==> src/rtl/alu_link_host_if.sv <==
// Request/result and UART byte-stream signals of the ALU link host.
interface alu_link_host_if;
   logic        start;
   logic [1:0]  op;
   logic [15:0] a;
   logic [15:0] b;
   logic        busy;
   logic        done;
   logic [15:0] res;
   logic        overflow;
   logic        timeout;
   logic        proto_err;
   logic [7:0]  TXbuffer;
   logic        TXstart;
   logic        TXbusy;
   logic [7:0]  RXbuffer;
   logic        RXready;

   modport slave (
      input  start, op, a, b, TXbusy, RXbuffer, RXready,
      output busy, done, res, overflow, timeout, proto_err, TXbuffer, TXstart
   );

   modport master (
      output start, op, a, b, TXbusy, RXbuffer, RXready,
      input  busy, done, res, overflow, timeout, proto_err, TXbuffer, TXstart
   );
endinterface

==> src/rtl/alu_link_host.sv <==
// Host side of a UART-linked remote ALU: ships a 5-byte request {op, a, b},
// then collects a 3-byte reply {res_lo, res_hi, flags} under an idle timeout.
module alu_link_host #(
   parameter logic [23:0] TIMEOUT_CYCLES = 24'd1200000
) (
   input  logic           clk,
   input  logic           rst,
   alu_link_host_if.slave bus
);
   localparam int unsigned CNT_W    = 24;
   localparam int unsigned TX_IDX_W = 3;
   localparam int unsigned RX_IDX_W = 2;
   localparam int unsigned GUARD_W  = 2;
   localparam logic [TX_IDX_W-1:0] TX_LAST    = TX_IDX_W'(4);
   localparam logic [RX_IDX_W-1:0] RX_LAST    = RX_IDX_W'(2);
   localparam logic [GUARD_W-1:0]  TX_GUARD   = GUARD_W'(2);
   localparam logic [CNT_W-1:0]    IDLE_LIMIT = TIMEOUT_CYCLES - CNT_W'(1);

   typedef enum logic [2:0] {
      IDLE   = 3'd0,
      SEND   = 3'd1,
      TXWAIT = 3'd2,
      RECV   = 3'd3,
      FINISH = 3'd4
   } state_t;

   state_t                state_q, state_d;
   logic [1:0]            op_q, op_d;
   logic [15:0]           a_q, a_d;
   logic [15:0]           b_q, b_d;
   logic [TX_IDX_W-1:0]   tx_idx_q, tx_idx_d;
   logic [GUARD_W-1:0]    tx_guard_q, tx_guard_d;
   logic [RX_IDX_W-1:0]   rx_idx_q, rx_idx_d;
   logic [7:0]            rx_lo_q, rx_lo_d;
   logic [7:0]            rx_hi_q, rx_hi_d;
   logic [CNT_W-1:0]      idle_q, idle_d;
   logic                  busy_q, busy_d;
   logic                  done_q, done_d;
   logic [15:0]           res_q, res_d;
   logic                  overflow_q, overflow_d;
   logic                  timeout_q, timeout_d;
   logic                  proto_err_q, proto_err_d;
   logic [7:0]            txbuf_q, txbuf_d;
   logic                  txstart_q, txstart_d;
   logic [7:0]            tx_byte;

   // Request byte selected by the current send position.
   always_comb begin
      tx_byte = 8'h00;
      case (tx_idx_q)
         3'd0:    tx_byte = {6'b0, op_q};
         3'd1:    tx_byte = a_q[7:0];
         3'd2:    tx_byte = a_q[15:8];
         3'd3:    tx_byte = b_q[7:0];
         3'd4:    tx_byte = b_q[15:8];
         default: tx_byte = 8'h00;
      endcase
   end

   // Next-state and registered-output logic.
   always_comb begin
      state_d     = state_q;
      op_d        = op_q;
      a_d         = a_q;
      b_d         = b_q;
      tx_idx_d    = tx_idx_q;
      tx_guard_d  = tx_guard_q;
      rx_idx_d    = rx_idx_q;
      rx_lo_d     = rx_lo_q;
      rx_hi_d     = rx_hi_q;
      idle_d      = idle_q;
      busy_d      = busy_q;
      done_d      = 1'b0;
      res_d       = res_q;
      overflow_d  = overflow_q;
      timeout_d   = timeout_q;
      proto_err_d = proto_err_q;
      txbuf_d     = txbuf_q;
      txstart_d   = 1'b0;

      case (state_q)
         IDLE: begin
            if (bus.start) begin
               op_d        = bus.op;
               a_d         = bus.a;
               b_d         = bus.b;
               timeout_d   = 1'b0;
               proto_err_d = 1'b0;
               tx_idx_d    = '0;
               busy_d      = 1'b1;
               state_d     = SEND;
            end
         end

         SEND: begin
            if (!bus.TXbusy) begin
               txbuf_d    = tx_byte;
               txstart_d  = 1'b1;
               tx_guard_d = TX_GUARD;
               state_d    = TXWAIT;
            end
         end

         // The UART raises TXbusy only after seeing TXstart, so its early value is stale.
         TXWAIT: begin
            if (tx_guard_q != '0) begin
               tx_guard_d = tx_guard_q - GUARD_W'(1);
            end else if (!bus.TXbusy) begin
               if (tx_idx_q == TX_LAST) begin
                  rx_idx_d = '0;
                  idle_d   = '0;
                  state_d  = RECV;
               end else begin
                  tx_idx_d = tx_idx_q + TX_IDX_W'(1);
                  state_d  = SEND;
               end
            end
         end

         // A byte arriving on the limit cycle takes priority over the timeout.
         RECV: begin
            if (bus.RXready) begin
               idle_d = '0;
               if (rx_idx_q == RX_LAST) begin
                  res_d       = {rx_hi_q, rx_lo_q};
                  overflow_d  = bus.RXbuffer[0];
                  proto_err_d = |bus.RXbuffer[7:1];
                  done_d      = 1'b1;
                  busy_d      = 1'b0;
                  state_d     = FINISH;
               end else begin
                  if (rx_idx_q == '0) begin
                     rx_lo_d = bus.RXbuffer;
                  end else begin
                     rx_hi_d = bus.RXbuffer;
                  end
                  rx_idx_d = rx_idx_q + RX_IDX_W'(1);
               end
            end else if (idle_q == IDLE_LIMIT) begin
               timeout_d = 1'b1;
               done_d    = 1'b1;
               busy_d    = 1'b0;
               state_d   = FINISH;
            end else begin
               idle_d = idle_q + CNT_W'(1);
            end
         end

         // Done-pulse cycle; a start seen here is deliberately not taken.
         FINISH: begin
            state_d = IDLE;
         end

         default: begin
            busy_d  = 1'b0;
            state_d = IDLE;
         end
      endcase
   end

   always_ff @(posedge clk or posedge rst) begin
      if (rst) begin
         state_q     <= IDLE;
         op_q        <= 2'b00;
         a_q         <= 16'h0000;
         b_q         <= 16'h0000;
         tx_idx_q    <= '0;
         tx_guard_q  <= '0;
         rx_idx_q    <= '0;
         rx_lo_q     <= 8'h00;
         rx_hi_q     <= 8'h00;
         idle_q      <= '0;
         busy_q      <= 1'b0;
         done_q      <= 1'b0;
         res_q       <= 16'h0000;
         overflow_q  <= 1'b0;
         timeout_q   <= 1'b0;
         proto_err_q <= 1'b0;
         txbuf_q     <= 8'h00;
         txstart_q   <= 1'b0;
      end else begin
         state_q     <= state_d;
         op_q        <= op_d;
         a_q         <= a_d;
         b_q         <= b_d;
         tx_idx_q    <= tx_idx_d;
         tx_guard_q  <= tx_guard_d;
         rx_idx_q    <= rx_idx_d;
         rx_lo_q     <= rx_lo_d;
         rx_hi_q     <= rx_hi_d;
         idle_q      <= idle_d;
         busy_q      <= busy_d;
         done_q      <= done_d;
         res_q       <= res_d;
         overflow_q  <= overflow_d;
         timeout_q   <= timeout_d;
         proto_err_q <= proto_err_d;
         txbuf_q     <= txbuf_d;
         txstart_q   <= txstart_d;
      end
   end

   assign bus.busy      = busy_q;
   assign bus.done      = done_q;
   assign bus.res       = res_q;
   assign bus.overflow  = overflow_q;
   assign bus.timeout   = timeout_q;
   assign bus.proto_err = proto_err_q;
   assign bus.TXbuffer  = txbuf_q;
   assign bus.TXstart   = txstart_q;
endmodule
==> src/flat_wrapper.sv <==
// flat-port wrapper written by rule: the top's interface ports become plain ports
module alu_link_host_flat 
#(
   parameter logic [23:0] TIMEOUT_CYCLES = 24'd1200000
)
  (clk, rst, bus_start, bus_op, bus_a, bus_b, bus_TXbusy, bus_RXbuffer, bus_RXready, bus_busy, bus_done, bus_res, bus_overflow, bus_timeout, bus_proto_err, bus_TXbuffer, bus_TXstart);
  alu_link_host_if bus_i ();
  input  logic clk;
  input  logic rst;
  input wire logic [$bits(bus_i.start)-1:0] bus_start;
  input wire logic [$bits(bus_i.op)-1:0] bus_op;
  input wire logic [$bits(bus_i.a)-1:0] bus_a;
  input wire logic [$bits(bus_i.b)-1:0] bus_b;
  input wire logic [$bits(bus_i.TXbusy)-1:0] bus_TXbusy;
  input wire logic [$bits(bus_i.RXbuffer)-1:0] bus_RXbuffer;
  input wire logic [$bits(bus_i.RXready)-1:0] bus_RXready;
  output wire logic [$bits(bus_i.busy)-1:0] bus_busy;
  output wire logic [$bits(bus_i.done)-1:0] bus_done;
  output wire logic [$bits(bus_i.res)-1:0] bus_res;
  output wire logic [$bits(bus_i.overflow)-1:0] bus_overflow;
  output wire logic [$bits(bus_i.timeout)-1:0] bus_timeout;
  output wire logic [$bits(bus_i.proto_err)-1:0] bus_proto_err;
  output wire logic [$bits(bus_i.TXbuffer)-1:0] bus_TXbuffer;
  output wire logic [$bits(bus_i.TXstart)-1:0] bus_TXstart;
  assign bus_i.start = bus_start;
  assign bus_i.op = bus_op;
  assign bus_i.a = bus_a;
  assign bus_i.b = bus_b;
  assign bus_i.TXbusy = bus_TXbusy;
  assign bus_i.RXbuffer = bus_RXbuffer;
  assign bus_i.RXready = bus_RXready;
  assign bus_busy = bus_i.busy;
  assign bus_done = bus_i.done;
  assign bus_res = bus_i.res;
  assign bus_overflow = bus_i.overflow;
  assign bus_timeout = bus_i.timeout;
  assign bus_proto_err = bus_i.proto_err;
  assign bus_TXbuffer = bus_i.TXbuffer;
  assign bus_TXstart = bus_i.TXstart;
  alu_link_host #(.TIMEOUT_CYCLES(TIMEOUT_CYCLES)) u_core (.clk(clk), .rst(rst), .bus(bus_i));
endmodule
==> config.mk <==
export PLATFORM = sky130hd
export DESIGN_NAME = alu_link_host_flat
export DESIGN_NICKNAME = d
export VERILOG_FILES = /design/src/rtl/alu_link_host_if.sv /design/src/rtl/alu_link_host.sv /design/src/flat_wrapper.sv
export SDC_FILE = /design/constraint.sdc
export NUM_CORES = 1
export LEC_CHECK = 0
export ABC_CLOCK_PERIOD_IN_PS = 4090
export BUFFER_PORTS_ARGS = -buffer_cell sky130_fd_sc_hd__clkbuf_2
export CORE_MARGIN = 5
export CORE_UTILIZATION = 57
export CTS_CLUSTER_DIAMETER = 150
export DETAILED_ROUTE_END_ITERATION = 7
export GPL_TIMING_DRIVEN = 0
export PLACE_DENSITY = 0.83
export SLEW_MARGIN = 20
export SYNTH_ARGS = -nofsm -noshare
export SYNTH_HDL_FRONTEND = slang
export SYNTH_SLANG_ARGS = --single-unit
==> constraint.sdc <==
create_clock -name clk -period 4.09 [get_ports clk]
set_input_delay 0.818 -clock clk [delete_from_list [all_inputs] [get_ports clk]]
set_output_delay 0.818 -clock clk [all_outputs]
set_load 0.05 [all_outputs]
# Word-level counts from Yosys, hierarchy flattened
# Cells that the tools add are included.
dict set report word_totals {
  wordCells 122
  input_bits 47
  register_bits 114
  output_inout_bits 30
}
dict set report classes {
  mux 48
  reduce_logical 23
  n_bitwise 4
  addsub 4
  n_eq_ne 25
}
# cell count
set op_table {}
lappend op_table {{24-bit 2-to-1 mux} 5}
lappend op_table {{24-bit case mux with 2 select lines} 1}
lappend op_table {{8-bit case mux with 5 select lines} 1}
lappend op_table {{3-bit 2-to-1 mux} 11}
lappend op_table {{24-bit by 1-bit adder with 24-bit output (second input constant)} 1}
lappend op_table {{24-bit by 21-bit == test with 1-bit output (second input constant)} 1}
lappend op_table {{4-bit AND reduction} 5}
lappend op_table {{2-bit 2-to-1 mux} 8}
lappend op_table {{2-bit inequality test (second input constant)} 8}
lappend op_table {{1-bit 2-to-1 mux} 15}
lappend op_table {{3-bit by 2-bit == test with 1-bit output (second input constant)} 4}
lappend op_table {{3-bit case mux with 4 select lines} 1}
lappend op_table {{6-bit AND reduction} 2}
lappend op_table {{5-bit AND reduction} 2}
lappend op_table {{2-bit nonzero test} 5}
lappend op_table {{2-bit by 1-bit inequality test with 1-bit output (second input constant)} 4}
lappend op_table {{2-bit case mux with 2 select lines} 2}
lappend op_table {{7-bit OR reduction} 1}
lappend op_table {{3-bit by 1-bit == test with 1-bit output (second input constant)} 2}
lappend op_table {{3-bit == test (second input constant)} 2}
lappend op_table {{3-bit logical NOT} 2}
lappend op_table {{3-bit by 2-bit inequality test with 1-bit output (second input constant)} 2}
lappend op_table {{3-bit case mux with 2 select lines} 1}
lappend op_table {{3-bit AND reduction} 2}
lappend op_table {{11 further kinds} 16}

# Depth between registers and ports, before layout
dict set report depth {
  ltp_word 5
  mapped_depth 9
  mapped_depth_nobuf 7
}

# Worst setup path before layout
# OpenSTA, ideal clock, no wires.
dict set report synth_path {
  path_kind {in2reg}
  from {in bus_TXbusy}
  to {reg u_core.idle_q[10]}
  stages 5
  arrival_time_ns 1.985
  setup_time_ns 0.078
  setup_slack_ns 2.027
  required_time_ns 4.012
  cell_sequence {and4b_2 -> o21ai_2 -> o21bai_4 -> or4_1 -> a21oi_1}
}
dict set report synth_via {
  elab_chain_len 2
}
# item line
set synth_rtl {}
lappend synth_rtl {{from (decl)} flat_wrapper.sv:14} ;# input wire logic [$bits(bus_i.TXbusy)-1:0] bus_TXbusy;
lappend synth_rtl {{2-bit inequality test (no line)} n/a}
lappend synth_rtl {{5-bit AND reduction (no line)} n/a}
lappend synth_rtl {{to (signal assigned)} alu_link_host.sv:191} ;# idle_q <= idle_d;
lappend synth_rtl {{to (decl)} alu_link_host.sv:36} ;# logic [CNT_W-1:0] idle_q, idle_d;
# Every way passes these cells.
# A chain may end at the register's enable or synchronous reset.

# Worst setup path in the final report
dict set report layout_path {
  from {reg u_core.tx_idx_q[0]}
  to {reg u_core.tx_idx_q[2]}
}
dict set report layout_via {
  elab_chain_len 5
  word_cells_on_any_way 8
}
# item line
set layout_rtl {}
lappend layout_rtl {{from (decl)} alu_link_host.sv:31} ;# logic [TX_IDX_W-1:0] tx_idx_q, tx_idx_d;
lappend layout_rtl {{from (signal assigned)} alu_link_host.sv:186} ;# tx_idx_q <= tx_idx_d;
lappend layout_rtl {{3-bit by 1-bit adder with 3-bit output} alu_link_host.sv:114} ;# tx_idx_d = tx_idx_q + TX_IDX_W'(1);
lappend layout_rtl {{3-bit 2-to-1 mux} alu_link_host.sv:109} ;# if (tx_idx_q == TX_LAST) begin
lappend layout_rtl {{3-bit 2-to-1 mux} alu_link_host.sv:108} ;# end else if (!bus.TXbusy) begin
lappend layout_rtl {{3-bit 2-to-1 mux} alu_link_host.sv:106} ;# if (tx_guard_q != '0) begin
lappend layout_rtl {{3-bit case mux with 2 select lines} alu_link_host.sv:81} ;# case (state_q)
# Parallel ways exist; a longest one is shown, timed or not. The select of a mux whose other input is x is not followed.

==> flow_metrics.env <==
export IMPL_synthDominantCellAreaShare=0.539
export IMPL_synthMuxAreaShare=0.151
export IMPL_die_area_mm2=0.0113
export IMPL_fin_skew_ns=0.00766
export IMPL_cts_inserted_buffers=17
export IMPL_cap_violations=0
export IMPL_synth_top_area_cell="dfrtp_1"
export IMPL_layout_drive_gt1_share=0.391
export IMPL_path_class="reg2reg"
export IMPL_clk_path_buf_depth=2
export IMPL_grt_pass1_vias=4309
export IMPL_synthSimpleGateAreaFrac=0.121
export IMPL_diodes=0
export IMPL_drc_errors=0
export IMPL_clkTransAtPathRegs_ns=0.06
export IMPL_synth_edf_count=0
export IMPL_grt_remaining_overflow=0
export IMPL_crit_required_ns=4.50
export IMPL_antenna_found_initial=0
export IMPL_critPathMaxStageDelay_ns=0.44
export IMPL_ant_nets=0
export IMPL_synth_cells=439
export IMPL_ys_flop_type="dfrtp_1"
export IMPL_grt_start_max_net_pins=64
export IMPL_cp_startpoint="u_core.tx_idx_q[0]"
export IMPL_vias=3926
export IMPL_ir_drop_v=0.000437
export IMPL_place_congestion=0.832
export IMPL_synth_xor_area_frac=0.0166
export IMPL_portBuffers=76
export IMPL_clock_sinks=114
export IMPL_hold_ws_ns=0.325
export IMPL_worstMarginPinSlew_ns=0.619
export IMPL_cp_top_family="buffers and inverters"
export IMPL_grt_usage=0.240
export IMPL_grt_setup_unrepaired="no"
export IMPL_worstHoldPathType="in2async"
export IMPL_fmax_mhz=462
export IMPL_slew_headroom=0.586
export IMPL_start_util=0.578
export IMPL_yosys_top_cells_area="dfrtp_1, mux2_2, o21ai_0"
export IMPL_post_dp_hpwl_mm=8.11
export IMPL_drt_total_wl_mm=12.6
export IMPL_r2r_start="u_core.tx_idx_q[0]"
export IMPL_critPathMaxFanout=10
export IMPL_synth_fp_nets=495
export IMPL_ys_ff_latch=114
export IMPL_drtIter0Drc=321
export IMPL_drt_wirelength_per_cell_um=19.1
export IMPL_p_per_area_mw_per_mm2=755
export IMPL_yosysSeqAreaShare=0.539
export IMPL_nFillCells=587
export IMPL_netlist_cell_type_count=58
export IMPL_fin_crit_sh=0.530
export IMPL_cp_slowest_cell="clkbuf_1"
export IMPL_p_total_w=0.00488
export IMPL_viasPerCell=5.96
export IMPL_postCtsResizedCells=0
export IMPL_p_leak_nw=2.97
export IMPL_final_hold_viol_count=0
export IMPL_synthAdderAreaFrac=0.0213
export IMPL_area_growth_pct=22.1
export IMPL_final_area_mm2=0.00646
export IMPL_die_w_um=106
export IMPL_netlist_area_mm2=0.00529
export IMPL_synth_compound_area_frac=0.113
export IMPL_clock_root_buffer="clkbuf_8"
export IMPL_cts_tree="yes"
export IMPL_htreeDepth=4
export IMPL_cp_num_buf_inv=3
export IMPL_firstDrtPassIters=5
export IMPL_async_flop_share=1.00
export IMPL_synth_top_family_by_area="multiplexers"
export IMPL_fin_nets=591
export IMPL_insertion_delay_ns=0.52
export IMPL_worstPathArrival_ns=2.58
export IMPL_core_area_mm2=0.00915
export IMPL_slew_viol_final=0
export IMPL_die_y_um=106
export IMPL_place_area_mm2=0.00584
export IMPL_fin_crit_ns=2.17
export IMPL_cp_end_kind="register"
export IMPL_worstPathCellList="inv_1 -> ha_1 -> clkbuf_1 -> nand2_1 -> a31oi_1 -> or3_1 -> clkbuf_1 -> nand2_1 -> o31ai_1"
export IMPL_outcome="complete, no violations"
export IMPL_num_io_pins=77
export IMPL_fin_tns_setup_ns=0
export IMPL_avgSynthCellArea_um2=12.1
export IMPL_rows=35
export IMPL_setup_viol=0
export IMPL_start_kind="register"
export IMPL_grt_pass1_wl_mm=21.2
export IMPL_fin_util=0.706
export IMPL_cts_setup_buffers=0
export IMPL_hold_buffers=0
export IMPL_yosys_warnings=0
## Yosys cell counts, drive strengths merged, types with 2 or more instances
master and n:
a32oi 6, nand4 2, o21bai 2, a221o 2, buf 11, o21ai 28, or3 12, and4b 3
nand3 10, a21oi 18, o2111ai 2, ha 9, nand2 24, inv 21, and4 2, and3 3
xnor2 9, clkbuf 11, and2 3, a22oi 10, nor4 5, a31oi 2, dfrtp 114, and2b 2
o31ai 3, mux2 71, o21a 2, nor2 19, a22o 9, nand4b 2, or4 2, nor3 11
## cell type report
type | count | area (um2) | area share
Clock buffer | 18 | 418 | 0.0647
Inverter | 21 | 83.8 | 0.0130
Sequential cell | 114 | 2850 | 0.441
Multi-Input combinational cell | 282 | 2230 | 0.346
Tap cell | 111 | 139 | 0.0215
Clock inverter | 14 | 201 | 0.0312
Timing Repair Buffer | 77 | 408 | 0.0631
Buffer | 22 | 126 | 0.0196
## flip-flops by register name, indices dropped and copies added (netlist names)
register	flops
u_core.a_q	16
u_core.idle_q	24
u_core.bus.TXbuffer	8
u_core.tx_guard_q	2
u_core.rx_hi_q	8
u_core.state_q	3
u_core.bus.proto_err	1
u_core.bus.busy	1
u_core.rx_idx_q	2
u_core.bus.TXstart	1
u_core.bus.done	1
u_core.tx_idx_q	3
u_core.bus.overflow	1
u_core.rx_lo_q	8
u_core.bus.timeout	1
u_core.b_q	16
u_core.op_q	2
u_core.bus.res	16
## worst paths after layout
check                                     end  depth (start not counted)  slack (ns)
setup reg to reg           u_core.tx_idx_q[2]                          9        1.92
setup / recovery           u_core.tx_idx_q[2]                          9        1.92
min in group clk            u_core.bus.res[1]                          1        0.50
hold reg to reg             u_core.bus.res[1]                          1        0.50
hold / removal              u_core.rx_hi_q[7]                          2        0.33
max in group asynchronous    u_core.idle_q[6]                          3        3.10
## cells by family (layout without fill, tap and decap cells)
kind of cell,after synthesis,count (layout)
AO/OA/AOI/OAI,85,85
XOR/XNOR,10,10
adder cells (fa/ha/maj),9,9
buffers and inverters,43,152
flip-flops,114,114
multiplexers,71,71
AND/OR/NAND/NOR,107,107
## routing by layer
metal  vias up  wire length (um)  track usage
met2       143              6530        0.404
met4         0               263        0.104
met5         -                 0            0
li1       1786                 -            -
met3        29               734       0.0710
met1      1968              5090        0.285
## per-stage QoR
stage          std cells  setup slack [ns]
2_1_floorplan        439             0.256
3_3_place_gp         626            -0.837
3_5_place_dp         627              1.71
4_1_cts              659              1.98
5_1_grt              659              1.78
6_report             659              1.92
## power breakdown
group / switching (W) / total [W] / internal [W]
registers: 0.000243 / 0.00176 / 0.00152
clock network: 0.000551 / 0.00155 / 0.000998
logic: 0.000936 / 0.00157 / 0.000633
total: 0.00173 / 0.00488 / 0.00315
## layout by cell type (no fill, tap or decap), drive strengths merged, types with 3 or more instances in the layout
| cell type | n |
|---|---|
| clkinv | 4 |
| ha | 9 |
| a21oi | 18 |
| a32oi | 6 |
| buf | 12 |
| and3 | 3 |
| dfrtp | 114 |
| a22oi | 10 |
| nor4 | 5 |
| nor3 | 11 |
| mux2 | 71 |
| a22o | 9 |
| clkbuf | 105 |
| and2 | 3 |
| nand3 | 10 |
| xnor2 | 9 |
| bufinv | 4 |
| nor2 | 19 |
| nand2 | 24 |
| o21ai | 28 |
| or3 | 12 |
| o31ai | 3 |
| and4b | 3 |
| inv | 25 |
No activity file was read; power rests on OpenSTA's default activity.
